## src/rtl/color_reduce_config.sv

```systemverilog
// Button-driven configuration of per-channel color depth with a paced three-word
// write sequence into the color-reduction datapath.
module color_reduce_config #(
    parameter int WRITE_GAP = 2
) (
    input  logic       clk,
    input  logic       reset,
    input  logic       btn_up,
    input  logic       btn_down,
    input  logic       btn_next,
    input  logic       btn_apply,
    output logic       select,
    output logic [1:0] selector,
    output logic [2:0] inputVal,
    output logic       busy,
    output logic [1:0] cur_chan,
    output logic [8:0] depths
);

    typedef enum logic [1:0] {IDLE, WR, GAP} state_t;

    state_t     r_state;
    logic [1:0] r_idx;
    logic [3:0] r_gapCnt;
    logic       r_pending;
    logic       r_select;
    logic [1:0] r_selector;
    logic [2:0] r_inputVal;
    logic       r_busy;
    logic [1:0] r_cur;
    logic [2:0] r_depth [0:2];
    logic [2:0] r_snap  [0:2];

    // Depth edits and cursor moves run independently of the write sequencer.
    always_ff @(posedge clk) begin
        if (!reset) begin
            r_depth[0] <= 3'd7;
            r_depth[1] <= 3'd7;
            r_depth[2] <= 3'd7;
            r_cur      <= 2'd0;
        end else begin
            if (btn_up && !btn_down && r_depth[r_cur] != 3'd7)
                r_depth[r_cur] <= r_depth[r_cur] + 3'd1;
            else if (btn_down && !btn_up && r_depth[r_cur] != 3'd0)
                r_depth[r_cur] <= r_depth[r_cur] - 3'd1;
            if (btn_next)
                r_cur <= (r_cur == 2'd2) ? 2'd0 : r_cur + 2'd1;
        end
    end

    // Pending starts set so the datapath gets initialised right after reset.
    always_ff @(posedge clk) begin
        if (!reset) begin
            r_state    <= IDLE;
            r_idx      <= 2'd0;
            r_gapCnt   <= 4'd0;
            r_pending  <= 1'b1;
            r_select   <= 1'b0;
            r_selector <= 2'd0;
            r_inputVal <= 3'd0;
            r_busy     <= 1'b0;
            r_snap[0]  <= 3'd7;
            r_snap[1]  <= 3'd7;
            r_snap[2]  <= 3'd7;
        end else begin
            r_select <= 1'b0;
            case (r_state)
                IDLE: begin
                    if (btn_apply || r_pending) begin
                        r_state    <= WR;
                        r_busy     <= 1'b1;
                        r_idx      <= 2'd0;
                        r_snap     <= r_depth;
                        r_pending  <= 1'b0;
                        r_select   <= 1'b1;
                        r_selector <= 2'd0;
                        r_inputVal <= r_depth[0];
                    end
                end
                WR: begin
                    r_gapCnt <= 4'(WRITE_GAP - 1);
                    if (r_idx == 2'd2) begin
                        if (btn_apply || r_pending) begin
                            r_state   <= GAP;
                            r_idx     <= 2'd0;
                            r_snap    <= r_depth;
                            r_pending <= 1'b0;
                        end else begin
                            r_state <= IDLE;
                            r_busy  <= 1'b0;
                        end
                    end else begin
                        r_state <= GAP;
                        r_idx   <= r_idx + 2'd1;
                        if (btn_apply)
                            r_pending <= 1'b1;
                    end
                end
                GAP: begin
                    if (btn_apply)
                        r_pending <= 1'b1;
                    // r_idx already points at the next word to write.
                    if (r_gapCnt == 4'd0) begin
                        r_state    <= WR;
                        r_select   <= 1'b1;
                        r_selector <= r_idx;
                        r_inputVal <= r_snap[r_idx];
                    end else begin
                        r_gapCnt <= r_gapCnt - 4'd1;
                    end
                end
                default: begin
                    r_state <= IDLE;
                    r_busy  <= 1'b0;
                end
            endcase
        end
    end

    assign select   = r_select;
    assign selector = r_selector;
    assign inputVal = r_inputVal;
    assign busy     = r_busy;
    assign cur_chan = r_cur;
    assign depths   = {r_depth[0], r_depth[1], r_depth[2]};

endmodule

```

## config.mk

```make
export PLATFORM = sky130hd
export DESIGN_NAME = color_reduce_config
export DESIGN_NICKNAME = d
export VERILOG_FILES = /design/src/rtl/color_reduce_config.sv
export SDC_FILE = /design/constraint.sdc
export NUM_CORES = 1
export LEC_CHECK = 0
export BUFFER_PORTS_ARGS = -buffer_cell sky130_fd_sc_hd__buf_4
export CORE_MARGIN = 4
export CORE_UTILIZATION = 45
export DETAILED_ROUTE_END_ITERATION = 12
export PLACE_DENSITY = 0.75
export REMOVE_ABC_BUFFERS = 1
export SETUP_SLACK_MARGIN = 0.02
export SYNTH_ARGS = -nofsm -noshare
export SYNTH_HDL_FRONTEND = slang
export SYNTH_SLANG_ARGS = --single-unit
```

## constraint.sdc

```tcl
create_clock -name clk -period 4.1 [get_ports clk]
set_input_delay 0.205 -clock clk [delete_from_list [all_inputs] [get_ports clk]]
set_output_delay 0.205 -clock clk [all_outputs]
set_load 0.02 [all_outputs]
```

* Word level (Yosys, flattened, before mapping)
Cells that the tools add are included.
** Cells by class
- Reductions and logical operators :: 21
- Add/sub/neg operators :: 5
- $lt $le $gt $ge :: 3
- Bitwise operators :: 3
- Muxes and demuxes :: 43
- Multiply operators :: 0
- Divide/modulo/power cells :: 0
- Shift operators :: 0
- Eq/ne operators :: 10
** Operators with widths (count)
- $mux W9 :: 4
- $mux W3 :: 7
- $bwmux W9 :: 2
- $mux W2 :: 9
- $pmux W9 S2 :: 1
- $bmux W3 S2 :: 2
- $ne A2 B2 Y1 const B :: 5
- $mux W1 :: 8
- $pmux W2 S2 :: 2
- $pmux W4 S2 :: 1
- $reduce_bool A2 Y1 :: 4
- $demux W3 S2 :: 1
- $eq A2 B2 Y1 const B :: 3
- $ge A3 B3 Y1 const B :: 2
- $not A2 Y3 :: 2
- $pmux W1 S3 :: 2
- $pmux W2 S3 :: 1
- $pmux W3 S2 :: 1
- $reduce_and A2 Y1 :: 3
- $reduce_bool A3 Y1 :: 2
- $logic_and A1 B1 Y1 :: 5
- $add A2 B1 Y2 const B :: 2
- $logic_not A4 Y1 :: 1
- $mux W4 :: 1
- other kinds (13) :: 14
** Word-level totals
- Memories kept :: 0
- Output and inout bits :: 18
- Register bits :: 36
- Input port bits :: 6
- RAM bits :: 0
- Word-level logic and storage cells :: 100
- Latch bits :: 0
- Memory bits (read-only) :: 0

* Depth between registers and ports, before layout
- Word-level depth :: 8
- Gate-level depth with buffers :: 10
- Gate-level depth less buffers :: 10

* Worst setup path before layout
OpenSTA, ideal clock, no wires.
- Kind :: register to register
- From :: reg r_cur[1] (netlist: cur_chan[1])
- To :: reg r_depth, in the netlist depths[6]
- Cell stages (with the launch flop) :: 11
- Setup slack :: 1.484 ns
- Library setup time :: 0.120 ns
- Buffers on the path :: 1
- Arrival :: 2.496 ns
- Period minus slack after synthesis :: 2.616 ns
- Data required time :: 3.980 ns
- Path through :: dfxtp_1 clkbuf_1 mux2i_1 o21a_1 inv_1 ha_1 ha_1 nor3b_2 a21oi_1 o31a_1 a211o_1
** On the way
- Cells in the longest elaborated chain, start to end :: 8
- Elaborated cells on any way between the ends :: 20
- Those cells by class :: add/sub (2); order compare (2); eq/ne (1); mux (9); bitwise (1); reduce/logical (5)
** RTL lines
- start: declaration :: RTL line 30 : logic [1:0] r_cur;
- start signal: assignment :: RTL line 47 : r_cur <= (r_cur == 2'd2) ? 2'd0 : r_cur + 2'd1;
- $not A2 Y3 (not written as such) (*)
- $bmux W3 S2 (tied with other cells)
- $mux W3 (not written as such) / $logic_and A1 B1 Y1 (equally long branches)
- $mux W3, on equally long branches
- $sub A3 B1 Y3 / $demux W3 S2 (equally long branches) :: RTL line 45, 43
- $bwmux W9 :: RTL line 45 : r_depth[r_cur] <= r_depth[r_cur] - 3'd1;
- $mux W9 :: RTL line 44 : else if (btn_down && !btn_up && r_depth[r_cur] != 3'd0)
- $mux W9 :: RTL line 42 : if (btn_up && !btn_down && r_depth[r_cur] != 3'd7)
- end signal: indexed assignment :: RTL line 43 : r_depth[r_cur] <= r_depth[r_cur] + 3'd1;
- end signal: indexed assignment :: RTL line 45
- end: declaration :: RTL line 31 : logic [2:0] r_depth [0:2];
Mark *: on every way between the ends. The rest lies on a longest branch, timed or not. The select of a mux whose other input is x is not followed.
A chain may end at the register's enable or synchronous reset.

* Final worst setup path
- From :: reg r_cur[1] (netlist: cur_chan[1])
- To :: reg r_depth, in the netlist depths[8]
The elaborated chain is that of the path after synthesis.

==> flow_metrics.env <==
export IMPL_max_slew_margin_pct=55.6
export IMPL_clock_latency_ns=0.29
export IMPL_ys_types=47
export IMPL_wirelength_mm=4.07
export IMPL_power_density_nw_per_um2=567
export IMPL_numCtsBuffers=5
export IMPL_syn_avg_cell_area_sq_um=8.81
export IMPL_critPathKind="reg -> reg"
export IMPL_hold_violations=0
export IMPL_fmaxAchievable_mhz=360
export IMPL_cpPeakStageDelay_ns=0.66
export IMPL_synth_seq_area_share_pct=37.5
export IMPL_drv_slew=0
export IMPL_synthCells=218
export IMPL_layout_min_cycle_time_ns=2.78
export IMPL_ctsLongestPathBuffers=2
export IMPL_num_fill_cells=396
export IMPL_min_path_cells=4
export IMPL_gp_congestion=0.823
export IMPL_cts_sinks=36
export IMPL_yosysMostFrequentCell="dfxtp_1"
export IMPL_cts_root_buffer="clkbuf_8"
export IMPL_avgViaCountPerCell=5.65
export IMPL_finish_net_count=251
export IMPL_fin_area_sq_um=2190
export IMPL_status="completed"
export IMPL_finalCritPeriodShare_pct=67.7
export IMPL_path_clk_slew_ns=0.07
export IMPL_grt_pass1_wl_mm=6.83
export IMPL_port_buffers=23
export IMPL_first_global_vias=1481
export IMPL_p_comb_share_pct=40.6
export IMPL_cap_violations=0
export IMPL_cts_htree_levels=2
export IMPL_critical_path_arrival_ns=3.00
export IMPL_critical_path_peak_fanout=15
export IMPL_core_area_sq_um=4060
export IMPL_async_reset_ff_share_pct=0
export IMPL_postCtsHoldBufs=0
export IMPL_rsz0062_at_grt="no"
export IMPL_drtPass1Iterations=4
export IMPL_post_place_ws_ns=1.40
export IMPL_antenna_found_initial=0
export IMPL_die_w_microns=73.3
export IMPL_synth_edf_count=0
export IMPL_yosysTopAreaCellShare_pct=37.5
export IMPL_seqCellArea_sq_um=721
export IMPL_worst_r2r_cell_count=8
export IMPL_finalClockSkew_ns=0.00433
export IMPL_multi_input_comb_area_sq_um=1100
export IMPL_wl_per_cell_microns=14.2
export IMPL_drt_iter0_markers=122
export IMPL_grt_use_total_pct=16.5
export IMPL_crit_path_top_delay_cell="dfxtp_1"
export IMPL_std_cell_rows=23
export IMPL_grt_max_degree=27
export IMPL_chipHeight_microns=73.3
export IMPL_p_sw_share_pct=37.8
export IMPL_synthTopCellsByCount="dfxtp_1, nand2_1, a21oi_1, nor2_1, mux2i_1"
export IMPL_synth_area_leaders="dfxtp_1, mux2i_1, ha_1"
export IMPL_diodes=0
export IMPL_syn_to_final_growth_pct=14.1
export IMPL_grt_overflow_total=0
export IMPL_drive_above_1_share_pct=17.4
export IMPL_synth_seq_cells=36
export IMPL_cts_tree="yes"
export IMPL_hold_class="in -> reg"
export IMPL_io_pins=24
export IMPL_cp_start_kind="flop"
export IMPL_p_leak_nw=0.867
export IMPL_power_frac_clock_pct=20.7
export IMPL_path_cells="mux2i_1, o21ai_0, ha_1, ha_1, nor3b_2, a21oi_1, nor3_1, mux2i_1"
export IMPL_ir_drop_v=0.000169
export IMPL_required_ns=4.32
export IMPL_synth_warnings=0
export IMPL_switchingPower_mw=0.469
export IMPL_postPlaceCellArea_sq_um=2100
export IMPL_ant_nets=0
export IMPL_route_vias_total=1617
export IMPL_cts_resized=0
export IMPL_synthFlopType="dfxtp_1"
export IMPL_worstMarginPinSlew_ns=0.661
export IMPL_syn_cell_area_sq_um=1920
export IMPL_layout_setup_ws_ns=1.32
export IMPL_cts_setup_buffers=0
export IMPL_p_int_mw=0.773
export IMPL_initial_utilization_pct=47.3
export IMPL_finalSetupViolations=0
export IMPL_synth_area_leader_cell="dfxtp_1"
export IMPL_die_area_sq_um=5380
export IMPL_hpwl_mm=2.81
export IMPL_seqPwrFrac_pct=38.7
export IMPL_tns_ns=0
export IMPL_endpoint_kind="flop"
export IMPL_drc=0
==> sequential cells by signal, indices dropped and copies added, names as in the netlist <==
signal	count
r_pending	1
r_idx	2
r_gapCnt	4
depths	9
cur_chan	2
busy	1
r_state	2
select	1
selector	2
r_snap	9
inputVal	3
==> cell usage in the layout, fill, tap and decap left out, types with 4 or more instances in the layout <==
master    instances
nor2_1           14
ha_1             10
nand2b_1         10
dfxtp_1          36
nand3b_1          4
buf_4            23
nor2b_1           5
mux2i_1          13
a21oi_1          15
inv_1            12
o21ai_0          12
nand2_1          20
clkbuf_8          6
==> final cells by class <==
cell class                 instances  share of cell area (%)
clock buffer                       8                    4.11
inverter                          13                    2.23
multi-input combinational        156                    50.0
sequential                        36                    32.9
tap                               50                    2.86
timing repair buffer              23                    7.88
==> power groups by stage <==
stage | sequential (mW) | combinational [mW] | clock [mW]
final | 0.481 | 0.504 | 0.257
after global routing | 0.491 | 0.562 | 0.277
after CTS | 0.481 | 0.504 | 0.265
after detailed placement | 0.487 | 0.500 | 0
after global placement | 0.486 | 0.492 | 0
after floorplan | 0.509 | 0.344 | 0
==> cells by family after synthesis <==
kind of cell | count (synthesis) | synth area share (%)
buffers and inverters | 26 | 5.41
AO/OA/AOI/OAI | 64 | 24.0
adder cells (fa/ha/maj) | 10 | 6.51
AND/OR/NAND/NOR | 67 | 18.8
multiplexers | 14 | 7.36
flip-flops | 36 | 37.5
XOR/XNOR | 1 | 0.456
==> metrics by stage <==
stage	power, mW	utilization, %	instances	hold WS [ns]
3_5_place_dp	0.988	51.8	278	0.453
5_1_grt	1.33	54.0	286	0.230
2_1_floorplan	0.853	-	205	0.267
6_report	1.24	54.0	286	0.197
3_3_place_gp	0.978	51.8	278	0.447
4_1_cts	1.25	54.0	286	0.191
==> metal layers <==
layer  GRT usage (%)  wire length (microns)  vias to the layer above
li1                -                      -                      820
met1            21.6                   1990                      763
met2            25.8                   1840                       28
met3            4.51                    163                        6
met4            6.64                     74                        0
met5               0                      0                        -
==> path summary, 6_finish.rpt <==
check                   start           to  slack, ns
hold / removal       btn_next  cur_chan[1]       0.20
setup reg to reg  cur_chan[1]    depths[8]       1.32
hold reg to reg   inputVal[1]  inputVal[1]       0.46
setup / recovery  cur_chan[1]    depths[8]       1.32
==> worst max-delay path: cells and delay by family, from the launching register on <==
kind | cells | cell delay, ns
compound gates | 2 | 0.30
mux | 2 | 0.48
fa+ha+maj | 2 | 0.51
flops | 1 | 0.66
simple gates | 2 | 0.75
(Power assumes the default switching activity.)
